`src/rtl/spu_event_receiver_pkg.sv`:
```
// Shared types and constants for the SPU event receiver.
package spu_event_receiver_pkg;

    // Window FSM states; encodings are visible on state_o and in the status word.
    typedef enum logic [1:0] {
        StIdle  = 2'd0,
        StArmed = 2'd1,
        StRun   = 2'd2,
        StDone  = 2'd3
    } spu_state_e;

    // Privilege field encodings carried in e_info.
    localparam logic [1:0] PRIV_INV = 2'b00;
    localparam logic [1:0] PRIV_M   = 2'b01;
    localparam logic [1:0] PRIV_S   = 2'b10;
    localparam logic [1:0] PRIV_U   = 2'b11;

    // PC-match tag meanings.
    localparam logic [1:0] PC_TAG_START = 2'd0;
    localparam logic [1:0] PC_TAG_STOP  = 2'd1;
    localparam logic [1:0] PC_TAG_SNAP0 = 2'd2;
    localparam logic [1:0] PC_TAG_SNAP1 = 2'd3;

    // Read map: rd_addr[3:2] selects the region, rd_addr[1:0] the counter index.
    localparam logic [1:0] RD_ADDR_CNT    = 2'd0;
    localparam logic [1:0] RD_ADDR_SNAP0  = 2'd1;
    localparam logic [1:0] RD_ADDR_SNAP1  = 2'd2;
    localparam logic [1:0] RD_ADDR_MISC   = 2'd3;
    localparam logic [3:0] RD_ADDR_STATUS = 4'd12;

    // Status word layout, packed from the LSB.
    localparam int unsigned STAT_STATE_LSB = 0;
    localparam int unsigned STAT_OVF_LSB   = 2;

    function automatic int unsigned stat_irq_bit(input int unsigned num_events);
        return STAT_OVF_LSB + num_events;
    endfunction

endpackage

```
`src/rtl/spu_event_receiver_if.sv`:
```
// Event stream and read port between the EVU side and the SPU event receiver.
interface spu_event_receiver_if #(
    parameter int unsigned NUM_EVENTS = 4,
    parameter int unsigned CNT_WIDTH  = 32,
    parameter int unsigned ASID_WIDTH = 16
);
    logic [NUM_EVENTS:0]     e_id_i;
    logic [ASID_WIDTH+3:0]   e_info_i;
    logic                    rd_req_i;
    logic [3:0]              rd_addr_i;
    logic                    rd_valid_o;
    logic [CNT_WIDTH-1:0]    rd_data_o;

    modport master (
        output e_id_i, e_info_i, rd_req_i, rd_addr_i,
        input  rd_valid_o, rd_data_o
    );

    modport slave (
        input  e_id_i, e_info_i, rd_req_i, rd_addr_i,
        output rd_valid_o, rd_data_o
    );
endinterface

```
`src/rtl/spu_event_receiver_evt_counter.sv`:
```
// One wrapping event counter with synchronous clear and a sticky overflow flag.
module spu_evt_counter #(
    parameter int unsigned CNT_WIDTH = 32
) (
    input  logic                 clk_i,
    input  logic                 rst_i,
    input  logic                 clr_i,
    input  logic                 inc_i,
    output logic [CNT_WIDTH-1:0] cnt_o,
    output logic [CNT_WIDTH-1:0] cnt_next_o,
    output logic                 ovf_o
);
    logic [CNT_WIDTH-1:0] cnt_q, cnt_d;
    logic                 ovf_q, ovf_d;

    // Next value: clear beats increment; wrapping from all-ones sets the sticky flag.
    always_comb begin
        cnt_d = cnt_q;
        ovf_d = ovf_q;
        if (clr_i) begin
            cnt_d = '0;
            ovf_d = 1'b0;
        end else if (inc_i) begin
            cnt_d = cnt_q + CNT_WIDTH'(1);
            if (&cnt_q) begin
                ovf_d = 1'b1;
            end
        end
    end

    // Counter and overflow registers.
    always_ff @(posedge clk_i) begin
        if (rst_i) begin
            cnt_q <= '0;
            ovf_q <= 1'b0;
        end else begin
            cnt_q <= cnt_d;
            ovf_q <= ovf_d;
        end
    end

    assign cnt_o      = cnt_q;
    assign cnt_next_o = cnt_d;
    assign ovf_o      = ovf_q;
endmodule

```
`src/rtl/spu_event_receiver.sv`:
```
// SPU-side receiver for the EVU event stream: filters, counts, windows and snapshots events.
module spu_event_receiver
    import spu_event_receiver_pkg::*;
#(
    parameter int unsigned NUM_EVENTS = 4,
    parameter int unsigned CNT_WIDTH  = 32,
    parameter int unsigned ASID_WIDTH = 16
) (
    input  logic                  clk_i,
    input  logic                  rst_i,
    spu_event_receiver_if.slave   bus,
    input  logic                  mode_i,
    input  logic [NUM_EVENTS-1:0] cnt_en_i,
    input  logic [2:0]            priv_mask_i,
    input  logic                  asid_flt_en_i,
    input  logic [ASID_WIDTH-1:0] asid_match_i,
    input  logic                  arm_i,
    input  logic                  clear_i,
    input  logic                  irq_en_i,
    output logic [1:0]            state_o,
    output logic [NUM_EVENTS-1:0] ovf_o,
    output logic                  irq_o
);
    localparam int unsigned STAT_W = NUM_EVENTS + 3;

    logic [NUM_EVENTS:0]   s1_id_q;
    logic [ASID_WIDTH+3:0] s1_info_q;

    logic                  pc_match;
    logic [NUM_EVENTS-1:0] ev;
    logic [ASID_WIDTH-1:0] asid;
    logic [1:0]            priv;
    logic [1:0]            pc_tag;
    logic                  priv_ok, asid_ok, gate;
    logic [NUM_EVENTS-1:0] inc;
    logic                  cnt_clr;
    logic                  snap_ok;

    spu_state_e state_q, state_d;

    logic [CNT_WIDTH-1:0] cnt     [NUM_EVENTS];
    logic [CNT_WIDTH-1:0] cnt_nxt [NUM_EVENTS];
    logic [CNT_WIDTH-1:0] snap0_q [NUM_EVENTS];
    logic [CNT_WIDTH-1:0] snap1_q [NUM_EVENTS];

    logic [STAT_W-1:0]    stat_word;
    logic [CNT_WIDTH-1:0] rd_word;
    logic                 rd_valid_q;
    logic [CNT_WIDTH-1:0] rd_data_q;

    // Stage 1: capture the event stream every cycle; reset discards in-flight data.
    always_ff @(posedge clk_i) begin
        if (rst_i) begin
            s1_id_q   <= '0;
            s1_info_q <= '0;
        end else begin
            s1_id_q   <= bus.e_id_i;
            s1_info_q <= bus.e_info_i;
        end
    end

    assign pc_match = s1_id_q[NUM_EVENTS];
    assign ev       = s1_id_q[NUM_EVENTS-1:0];
    assign asid     = s1_info_q[ASID_WIDTH-1:0];
    assign priv     = s1_info_q[ASID_WIDTH +: 2];
    assign pc_tag   = s1_info_q[ASID_WIDTH+2 +: 2];

    // Qualification of the registered beat: privilege, ASID and window gate.
    always_comb begin
        priv_ok = 1'b0;
        case (priv)
            PRIV_M:  priv_ok = priv_mask_i[0];
            PRIV_S:  priv_ok = priv_mask_i[1];
            PRIV_U:  priv_ok = priv_mask_i[2];
            default: priv_ok = 1'b0;
        endcase
        asid_ok = !asid_flt_en_i || (asid == asid_match_i);
        // The start beat itself is counted, so ARMED opens the gate on a tag-0 match.
        gate = !mode_i || (state_q == StRun) ||
               ((state_q == StArmed) && pc_match && (pc_tag == PC_TAG_START));
        inc  = ev & cnt_en_i & {NUM_EVENTS{priv_ok & asid_ok & gate}};
    end

    assign cnt_clr = clear_i | arm_i;

    // Window FSM next state; clear outranks arm, both outrank tag transitions.
    always_comb begin
        state_d = state_q;
        if (clear_i) begin
            state_d = StIdle;
        end else if (arm_i) begin
            state_d = StArmed;
        end else begin
            case (state_q)
                StArmed: if (pc_match && pc_tag == PC_TAG_START) state_d = StRun;
                StRun:   if (pc_match && pc_tag == PC_TAG_STOP)  state_d = StDone;
                default: state_d = state_q;
            endcase
        end
    end

    // Window FSM state register.
    always_ff @(posedge clk_i) begin
        if (rst_i) begin
            state_q <= StIdle;
        end else begin
            state_q <= state_d;
        end
    end

    for (genvar i = 0; i < NUM_EVENTS; i++) begin : g_cnt
        spu_evt_counter #(
            .CNT_WIDTH (CNT_WIDTH)
        ) u_cnt (
            .clk_i      (clk_i),
            .rst_i      (rst_i),
            .clr_i      (cnt_clr),
            .inc_i      (inc[i]),
            .cnt_o      (cnt[i]),
            .cnt_next_o (cnt_nxt[i]),
            .ovf_o      (ovf_o[i])
        );
    end

    assign snap_ok = pc_match && ((state_q == StRun) || !mode_i) && !clear_i && !arm_i;

    // Snapshot banks capture post-increment counters; only clear_i wipes them.
    always_ff @(posedge clk_i) begin
        if (rst_i || clear_i) begin
            for (int i = 0; i < NUM_EVENTS; i++) begin
                snap0_q[i] <= '0;
                snap1_q[i] <= '0;
            end
        end else if (snap_ok && pc_tag == PC_TAG_SNAP0) begin
            snap0_q <= cnt_nxt;
        end else if (snap_ok && pc_tag == PC_TAG_SNAP1) begin
            snap1_q <= cnt_nxt;
        end
    end

    assign state_o = state_q;
    assign irq_o   = irq_en_i & (|ovf_o);

    // Read mux over current (pre-update) register values.
    always_comb begin
        rd_word   = '0;
        stat_word = '0;
        stat_word[STAT_STATE_LSB +: 2]           = state_o;
        stat_word[STAT_OVF_LSB +: NUM_EVENTS]    = ovf_o;
        stat_word[stat_irq_bit(NUM_EVENTS)]      = irq_o;
        case (bus.rd_addr_i[3:2])
            RD_ADDR_CNT: begin
                if (32'(bus.rd_addr_i[1:0]) < NUM_EVENTS) rd_word = cnt[bus.rd_addr_i[1:0]];
            end
            RD_ADDR_SNAP0: begin
                if (32'(bus.rd_addr_i[1:0]) < NUM_EVENTS) rd_word = snap0_q[bus.rd_addr_i[1:0]];
            end
            RD_ADDR_SNAP1: begin
                if (32'(bus.rd_addr_i[1:0]) < NUM_EVENTS) rd_word = snap1_q[bus.rd_addr_i[1:0]];
            end
            default: begin
                if (bus.rd_addr_i == RD_ADDR_STATUS) rd_word = CNT_WIDTH'(stat_word);
            end
        endcase
    end

    // Registered read port; data holds between requests.
    always_ff @(posedge clk_i) begin
        if (rst_i) begin
            rd_valid_q <= 1'b0;
            rd_data_q  <= '0;
        end else begin
            rd_valid_q <= bus.rd_req_i;
            if (bus.rd_req_i) begin
                rd_data_q <= rd_word;
            end
        end
    end

    assign bus.rd_valid_o = rd_valid_q;
    assign bus.rd_data_o  = rd_data_q;
endmodule

```
`src/flat_wrapper.sv`:
```
// flat-port wrapper written by rule: the top's interface ports become plain ports
module spu_event_receiver_flat import spu_event_receiver_pkg::*;
#(
    parameter int unsigned NUM_EVENTS = 4,
    parameter int unsigned CNT_WIDTH  = 32,
    parameter int unsigned ASID_WIDTH = 16
)
  (clk_i, rst_i, mode_i, cnt_en_i, priv_mask_i, asid_flt_en_i, asid_match_i, arm_i, clear_i, irq_en_i, state_o, ovf_o, irq_o, bus_e_id_i, bus_e_info_i, bus_rd_req_i, bus_rd_addr_i, bus_rd_valid_o, bus_rd_data_o);
  spu_event_receiver_if #(.NUM_EVENTS(NUM_EVENTS), .CNT_WIDTH(CNT_WIDTH), .ASID_WIDTH(ASID_WIDTH)) bus_i ();
  input  logic clk_i;
  input  logic rst_i;
  input  logic mode_i;
  input  logic [NUM_EVENTS-1:0] cnt_en_i;
  input  logic [2:0] priv_mask_i;
  input  logic asid_flt_en_i;
  input  logic [ASID_WIDTH-1:0] asid_match_i;
  input  logic arm_i;
  input  logic clear_i;
  input  logic irq_en_i;
  output logic [1:0] state_o;
  output logic [NUM_EVENTS-1:0] ovf_o;
  output logic irq_o;
  input wire logic [$bits(bus_i.e_id_i)-1:0] bus_e_id_i;
  input wire logic [$bits(bus_i.e_info_i)-1:0] bus_e_info_i;
  input wire logic [$bits(bus_i.rd_req_i)-1:0] bus_rd_req_i;
  input wire logic [$bits(bus_i.rd_addr_i)-1:0] bus_rd_addr_i;
  output wire logic [$bits(bus_i.rd_valid_o)-1:0] bus_rd_valid_o;
  output wire logic [$bits(bus_i.rd_data_o)-1:0] bus_rd_data_o;
  assign bus_i.e_id_i = bus_e_id_i;
  assign bus_i.e_info_i = bus_e_info_i;
  assign bus_i.rd_req_i = bus_rd_req_i;
  assign bus_i.rd_addr_i = bus_rd_addr_i;
  assign bus_rd_valid_o = bus_i.rd_valid_o;
  assign bus_rd_data_o = bus_i.rd_data_o;
  spu_event_receiver #(.NUM_EVENTS(NUM_EVENTS), .CNT_WIDTH(CNT_WIDTH), .ASID_WIDTH(ASID_WIDTH)) u_core (.clk_i(clk_i), .rst_i(rst_i), .bus(bus_i), .mode_i(mode_i), .cnt_en_i(cnt_en_i), .priv_mask_i(priv_mask_i), .asid_flt_en_i(asid_flt_en_i), .asid_match_i(asid_match_i), .arm_i(arm_i), .clear_i(clear_i), .irq_en_i(irq_en_i), .state_o(state_o), .ovf_o(ovf_o), .irq_o(irq_o));
endmodule
```
`config.mk`:
```
export PLATFORM = sky130hd
export DESIGN_NAME = spu_event_receiver_flat
export DESIGN_NICKNAME = d
export VERILOG_FILES = /design/src/rtl/spu_event_receiver_pkg.sv /design/src/rtl/spu_event_receiver_if.sv /design/src/rtl/spu_event_receiver_evt_counter.sv /design/src/rtl/spu_event_receiver.sv /design/src/flat_wrapper.sv
export SDC_FILE = /design/constraint.sdc
export NUM_CORES = 1
export LEC_CHECK = 0
export CELL_PAD_IN_SITES_DETAIL_PLACEMENT = 1
export CELL_PAD_IN_SITES_GLOBAL_PLACEMENT = 2
export CORE_ASPECT_RATIO = 1.5
export CORE_UTILIZATION = 41
export DETAILED_ROUTE_END_ITERATION = 16
export DONT_BUFFER_PORTS = 1
export GPL_TIMING_DRIVEN = 0
export PLACE_DENSITY_LB_ADDON = 0.1
export SYNTH_ARGS = -nofsm -noshare
export SYNTH_HDL_FRONTEND = slang
export SYNTH_SLANG_ARGS = --single-unit
```
`constraint.sdc`:
```
create_clock -name clk_i -period 3.11 [get_ports clk_i]
set_input_delay 0.622 -clock clk_i [delete_from_list [all_inputs] [get_ports clk_i]]
set_output_delay 0.622 -clock clk_i [all_outputs]
set_load 0.02 [all_outputs]
```
# After elaboration in Yosys (flattened, before gate mapping)
# Cells that the tools add are included.
# W data, S select, Z words.
[classes]
order_cmp = 1
n_eq_ne = 16
n_mux = 24
reduce_logical = 32
add_sub_neg = 4
bitwise_logic = 8
[op_table]
columns = ["cell", "count"]
rows = [
  ["$mux W32", 14],
  ["$bmux W32 S2", 3],
  ["$reduce_and A33 Y1", 4],
  ["$add A32 B1 Y32 const B", 4],
  ["$pmux W32 S3", 1],
  ["$eq A16 B16 Y1", 1],
  ["$eq A2 B2 Y1 const B", 6],
  ["$logic_and A1 B1 Y1", 9],
  ["$and A4 B4 Y4", 2],
  ["$eq A2 B1 Y1 const B", 4],
  ["$mux W7", 1],
  ["$reduce_and A3 Y1", 2],
  ["$eq A4 B4 Y1 const B", 1],
  ["$logic_not A1 Y1", 4],
  ["$logic_not A2 Y1", 2],
  ["$logic_or A1 B1 Y1", 4],
  ["$mux W2", 2],
  ["$pmux W2 S2", 1],
  ["$reduce_or A2 Y1", 2],
  ["$reduce_or A4 Y1", 1],
  ["$and A1 B1 Y1", 3],
  ["$ge A3 B3 Y1 const B", 1],
  ["$ne A3 B2 Y1 const B", 1],
  ["$ne A3 B3 Y1 const B", 1],
  ["11 further kinds", 11],
]
[totals]
in_bits = 60
out_inout_bits = 40
ff_bits = 448
elab_cells = 107

# Depth between registers and ports, before layout
[logic_depth]
ltp_word = 8
ltp_mapped = 11
ltp_nobuf = 8

# By module
# A second synthesis with hierarchy kept.
[hier_totals]
hier_cells = 2486
hier_area_um2 = 21302.9
[by_module_without_submodules]
columns = ["module", "area_each_um2", "n_inst", "seq_area_each_um2", "cells_per_inst"]
rows = [
  ["spu_event_receiver", 13860.8, 1, 6326.1, 1534],
  ["spu_evt_counter", 1860.5, 4, 660.6, 238],
]

# Worst setup path after synthesis
# No wires, ideal clock.
[synth_path]
kind = "input-to-reg"
startpoint = "in asid_match_i[2]"
endpoint = "reg u_core.snap0_q[75] (netlist name)"
t_arrival_ns = 2.359
slack_ns = 0.635
n_path_buf = 1
path_stages = 7
required_time_ns = 2.993
setup_ns = 0.117
path_cell_list = "xnor2_1 nand4_1 o41a_1 buf_6 or3b_1 a221o_1 a22o_1"
[synth_between]
elab_chain_cells = 7
[synth_rtl]
columns = ["item", "line_no", "source"]
rows = [
  ["start: declaration", "flat_wrapper.sv:16", "input logic [ASID_WIDTH-1:0] asid_match_i;"],
  ["$eq A16 B16 Y1", "spu_event_receiver.sv:77", "asid_ok = !asid_flt_en_i || (asid == asid_match_i);"],
  ["$logic_or A1 B1 Y1", "spu_event_receiver.sv:77", ""],
  ["$and A1 B1 Y1 (2 in series)", "spu_event_receiver.sv:81", "inc = ev & cnt_en_i & {NUM_EVENTS{priv_ok & asid_ok & gate}};"],
  ["$and A4 B4 Y4", "spu_event_receiver.sv:81", ""],
  ["$mux W32", "spu_event_receiver_evt_counter.sv:23", "end else if (inc_i) begin"],
  ["$mux W32", "spu_event_receiver_evt_counter.sv:20", "if (clr_i) begin"],
  ["end signal: assignment", "spu_event_receiver.sv:135", "snap0_q <= cnt_nxt;"],
  ["end: declaration", "spu_event_receiver.sv:43", "logic [CNT_WIDTH-1:0] snap0_q [NUM_EVENTS];"],
]
# No other way between the ends.
# A chain may end at the register's enable or synchronous reset.

# Worst setup path after layout
[layout_path]
startpoint = "reg u_core.state_q[0] (netlist: u_core.state_o[0])"
endpoint = "reg u_core.snap1_q[1] (netlist name)"
[layout_between]
elab_chain_cells = 8
elab_cells_between_ends = 17
cone_classes = "eq/ne: 2; mux: 2; bitwise: 3; reduce/logical: 10"
[layout_rtl]
columns = ["item", "line_no", "source"]
rows = [
  ["start: declaration", "spu_event_receiver.sv:39", "spu_state_e state_q, state_d;"],
  ["start signal: assignment", "spu_event_receiver.sv:105", "state_q <= StIdle;"],
  ["start signal: assignment", "spu_event_receiver.sv:107", "state_q <= state_d;"],
  ["$eq A2 B1 Y1 or $eq A2 B2 Y1 (tied branches)", "spu_event_receiver.sv:80, spu_event_receiver.sv:79, spu_event_receiver.sv:125", ""],
  ["$logic_and A1 B1 Y1 or $logic_or A1 B1 Y1 (tied branches)", "spu_event_receiver.sv:80, spu_event_receiver.sv:79, spu_event_receiver.sv:125", ""],
  ["$logic_and A1 B1 Y1, on equally long branches", "spu_event_receiver.sv:80, spu_event_receiver.sv:125", ""],
  ["$logic_or A1 B1 Y1 or $logic_and A1 B1 Y1 (tied branches)", "spu_event_receiver.sv:79, spu_event_receiver.sv:125", ""],
  ["$and A1 B1 Y1 or $logic_and A1 B1 Y1 (tied branches)", "spu_event_receiver.sv:81, spu_event_receiver.sv:125", ""],
  ["$and A4 B4 Y4 or $logic_and A1 B1 Y1 (tied branches)", "spu_event_receiver.sv:81, spu_event_receiver.sv:134", ""],
  ["$mux W32 or $not A1 Y1 (tied branches)", "--", ""],
  ["$mux W32 or $reduce_and A2 Y1 (tied branches)", "--", ""],
  ["end signal: assignment", "spu_event_receiver.sv:137", "snap1_q <= cnt_nxt;"],
  ["end: declaration", "spu_event_receiver.sv:44", "logic [CNT_WIDTH-1:0] snap1_q [NUM_EVENTS];"],
]
# Parallel ways exist; a longest one is shown, timed or not.

==> results <==
- The flow ran to the end, but the final reports show violations.
- The final reports fail on setup timing.
- The final route contains 16987 vias.
- The width of the chip is ~180 µm.
- The die covers 0.0492 mm².
- In this run, synthesis inferred 0 flip-flops with an integrated enable.
- The final wirelength is around 86000 µm.
- The final RePlAce weighted congestion is 0.953.
- The first global-routing pass estimated ~120000 µm of wire.
- In this run the deepest clock path goes through 3 buffers.
- The worst path setup slack after routing is -44.9 ps.
- The number of buffers inserted during clock tree synthesis is 45.
- The number of primary I/O pins is 100.
- The clock net in this run drives a total of 448 sinks.
- met2 is the most crowded layer.
- After synthesis, the mean cell area works out to about 9.5 µm².
- Entering global routing, the biggest net connects 14 pins.
- In this run the standard cell core region covers about 0.048 mm².
- Once placement finished, the instance area stood at ~0.021 mm².
- The tree is rooted in a sky130_fd_sc_hd__clkbuf_16.
- After detailed routing, the average wire length per cell comes to between 30 and 40 µm.
- In this run the cell area of the synthesized design comes to 0.0198 mm².
- The main flop type after synthesis is sky130_fd_sc_hd__dfxtp_1.
- The number of global-route vias before repair is 17758.
- At the pin with the least slew margin, the transition time is roughly 1300 ps.
- In this run the static leakage power is between 6 and 7 nW.
- The share of post-route cells with drive strength above 1 is between 10% and 20%.
- For this run, the share of the core covered by cells in the final layout is between 40% and 50%.
- The initial utilization of the core area, before any placement, comes to 41.5%.
- The number of antenna diodes in the final layout is 0.
- The number of remaining DRC errors is 0.
- The worst setup path is captured at a flip-flop.
- The initial detailed-routing violation count is 1180.
- The number of buffers added to fix hold violations after cts is 0.
- The met2 usage in global routing is between 60% and 70%.
- Sorting the synthesized cells by area gives the leading types as sky130_fd_sc_hd__dfxtp_1 (45%), sky130_fd_sc_hd__mux4_2 (11%), sky130_fd_sc_hd__nand2_1 (5.9%).
- The final count of pins violating max slew was 0.
- Setup repair after global routing could not meet its margin everywhere.
- For the finished layout, the period the worst path requires is 3150 ps.
- In the synthesized netlist, the cells that appear most often are sky130_fd_sc_hd__dfxtp_1 (448), sky130_fd_sc_hd__nand2_1 (313), sky130_fd_sc_hd__nor2_1 (200), sky130_fd_sc_hd__o21ai_0 (189), sky130_fd_sc_hd__xnor2_1 (126).
- The initial antenna violation count was 0.
- The floorplan step set the die height to 271 µm.
- The part of the cycle the worst path needs is 101%.
- Dividing total power by cell area gives a power density of roughly 540 mW/mm².
- The worst setup path is of the reg -> reg kind.
- Counting flops with an async set or reset pin after synthesis yields a share of 0%.
- After routing the design area is 0.0223 mm².
- The net total in the final layout is approximately 2200.
- The number of distinct standard cells referenced by the synthesized netlist is 57.
- The met1 demand-to-capacity share in global routing is between 40% and 50%.
- The synthesized net count is about 2100.
- The number of endpoints failing setup at the final stage is 19.
- The global routing usage summed across all routing layers is a little over a third.
- The maximum VDD drop is a little over 400 µV.
- The remaining max-slew budget at the tightest pin is 11.6%.
- The final number of hold-violating endpoints is 0.
- In this run, synthesis produced a sequential element count of 448.
- The clock tree skew after final layout is between 20 and 30 ps.
- The number of cell rows is 98.
- Using the TritonRoute via totals, the vias-per-cell ratio works out to 6.15.
- The detailed placer's ending HPWL is about 64000 µm.
- The critical path data arrival time is ~3700 ps.
- The remaining antenna violation count after routing is 0.
- The cell count after placement is between 2000 and 3000.
- The maximum net fanout on the critical path is 10.
- Global routing used under 10% of the available met3 tracks.
- TritonCTS built the clock tree.
- The count of synthesis-stage warnings from yosys is 0.
- After clock tree synthesis, the clock-pin slew on the worst setup and hold paths is 70 ps.
- Before antenna repair, the detailed router went through 5 iterations.
- The cell with the most instances after synthesis is sky130_fd_sc_hd__dfxtp_1.
- The post-synthesis cell type with the largest combined area is sky130_fd_sc_hd__dfxtp_1.
- The number of buffer cells added on primary ports is 0.
- The number of violations of the max-capacitance limit is 0.
- The path class of the tightest hold or removal check is in -> reg.
- The sequential area share after synthesis is 45.3%.
- STA classifies the critical path startpoint as a flip-flop.
- The share of the synthesized area in the top cell type is 45.3%.
- The total congestion overflow after global routing is 0.
- The highest clock rate is 317 MHz.
- The clock network latency to the later pin of the worst-skew pair is slightly below 600 ps.
- The final non-filler cell total is between 2000 and 3000.
- The number of instances in the synthesized netlist is 2076.
- The synthesis-to-finish area growth is 12.6%.
- The critical path data required time is 3600 ps.
- The H-tree was split into 2 levels.
[path summary, 6_finish.rpt]
check                                   startpoint                  end  slack [ps]  cells past startpoint
worst max-delay path             u_core.state_o[0]    u_core.snap1_q[1]         -40                      9
worst min-delay path               bus_e_info_i[4]  u_core.s1_info_q[4]         180                      1
worst max register to register   u_core.state_o[0]    u_core.snap1_q[1]         -40                      9
worst min register to register  u_core.snap0_q[59]   u_core.snap0_q[59]         450                      2
[per-stage QoR]
stage          power, W  hold slack (ps)  TNS (ps)  setup WS, ps
3_5_place_dp    0.00662              439   -151480         -1200
3_3_place_gp    0.00661              427   -140930         -1170
5_1_grt          0.0122              172     -1920          -130
4_1_cts          0.0120              162         0          4.85
6_report         0.0119              176      -381         -44.9
2_1_floorplan   0.00631              420         0           635
[critical path, cell delays in order, from the launching register on]
cell	delay, ps
sky130_fd_sc_hd__dfxtp_2	480
sky130_fd_sc_hd__inv_1	80
sky130_fd_sc_hd__ha_1	230
sky130_fd_sc_hd__nor2b_1	320
sky130_fd_sc_hd__nor4_4	110
sky130_fd_sc_hd__a21oi_1	200
sky130_fd_sc_hd__clkbuf_1	610
sky130_fd_sc_hd__clkbuf_1	780
sky130_fd_sc_hd__nand2_1	130
sky130_fd_sc_hd__o21ai_0	110
[flip-flops by register name, summed over array words and instances (netlist names)]
signal / count
u_core.bus.rd_valid_o: 1
u_core.g_cnt.u_cnt.cnt_o: 128
u_core.s1_id_q: 5
u_core.snap0_q: 128
u_core.bus.rd_data_o: 32
u_core.snap1_q: 128
u_core.g_cnt.u_cnt.ovf_o: 4
u_core.state_o: 2
u_core.s1_info_q: 20
[final cells by class]
class | count | area (µm²)
Fill cell | 5377 | 25400
Multi-Input combinational cell | 1460 | 10200
Sequential cell | 448 | 8970
Clock buffer | 68 | 1360
Buffer | 155 | 777
Tap cell | 600 | 751
Clock inverter | 12 | 73.8
Timing Repair Buffer | 8 | 60.1
Inverter | 13 | 48.8
[per-layer routing]
layer / vias to the layer above / wire length, µm
li1: 7449 / -
met4: 0 / 4600
met3: 207 / 4430
met2: 628 / 43500
met5: - / 0
met1: 8703 / 33000
[kinds of logic after synthesis]
family | after synthesis | share of synthesized area (%)
AO/OA/AOI/OAI | 348 | 9.99
XOR/XNOR | 134 | 5.93
adder cells (fa/ha/maj) | 6 | 0.379
buffers and inverters | 168 | 3.80
flip-flops | 448 | 45.3
multiplexers | 137 | 13.0
AND/OR/NAND/NOR | 835 | 21.5
[report_power, final]
| part | leakage [nW] | switching (W) | internal (W) |
|---|---|---|---|
| sequential | 3.62 | 0.0000526 | 0.00578 |
| combinational | 2.59 | 0.000520 | 0.000167 |
| clock | 0.697 | 0.00241 | 0.00301 |
| total | 6.90 | 0.00298 | 0.00895 |
[what timing repair did]
item                       CTS  global route
setup buffers                1             6
setup endpoints to repair  346           202
pin swaps                    1             3
gates resized for setup     43            51
[cell usage in the layout, fill, tap and decap left out, types with 17 or more instances in the layout]
master | Yosys | layout
sky130_fd_sc_hd__nor4_1 | 28 | 24
sky130_fd_sc_hd__xnor2_1 | 126 | 114
sky130_fd_sc_hd__nor3_2 | 28 | 27
sky130_fd_sc_hd__nor4_2 | 29 | 31
sky130_fd_sc_hd__mux2i_1 | 38 | 38
sky130_fd_sc_hd__nand2_1 | 313 | 312
sky130_fd_sc_hd__buf_2 | 22 | 21
sky130_fd_sc_hd__nor2b_1 | 30 | 30
sky130_fd_sc_hd__dfxtp_1 | 448 | 447
sky130_fd_sc_hd__o21ai_1 | 84 | 84
sky130_fd_sc_hd__clkbuf_16 | 0 | 47
sky130_fd_sc_hd__o21ai_0 | 189 | 189
sky130_fd_sc_hd__buf_4 | 5 | 17
sky130_fd_sc_hd__mux4_2 | 96 | 96
sky130_fd_sc_hd__clkbuf_2 | 0 | 25
sky130_fd_sc_hd__nor2_1 | 200 | 198
sky130_fd_sc_hd__clkbuf_1 | 106 | 87
sky130_fd_sc_hd__o211ai_1 | 25 | 25
sky130_fd_sc_hd__nand3_1 | 55 | 55
sky130_fd_sc_hd__nand4_1 | 57 | 57
sky130_fd_sc_hd__nor3_1 | 27 | 26
Note: power is estimated with default switching activity, not from simulation.
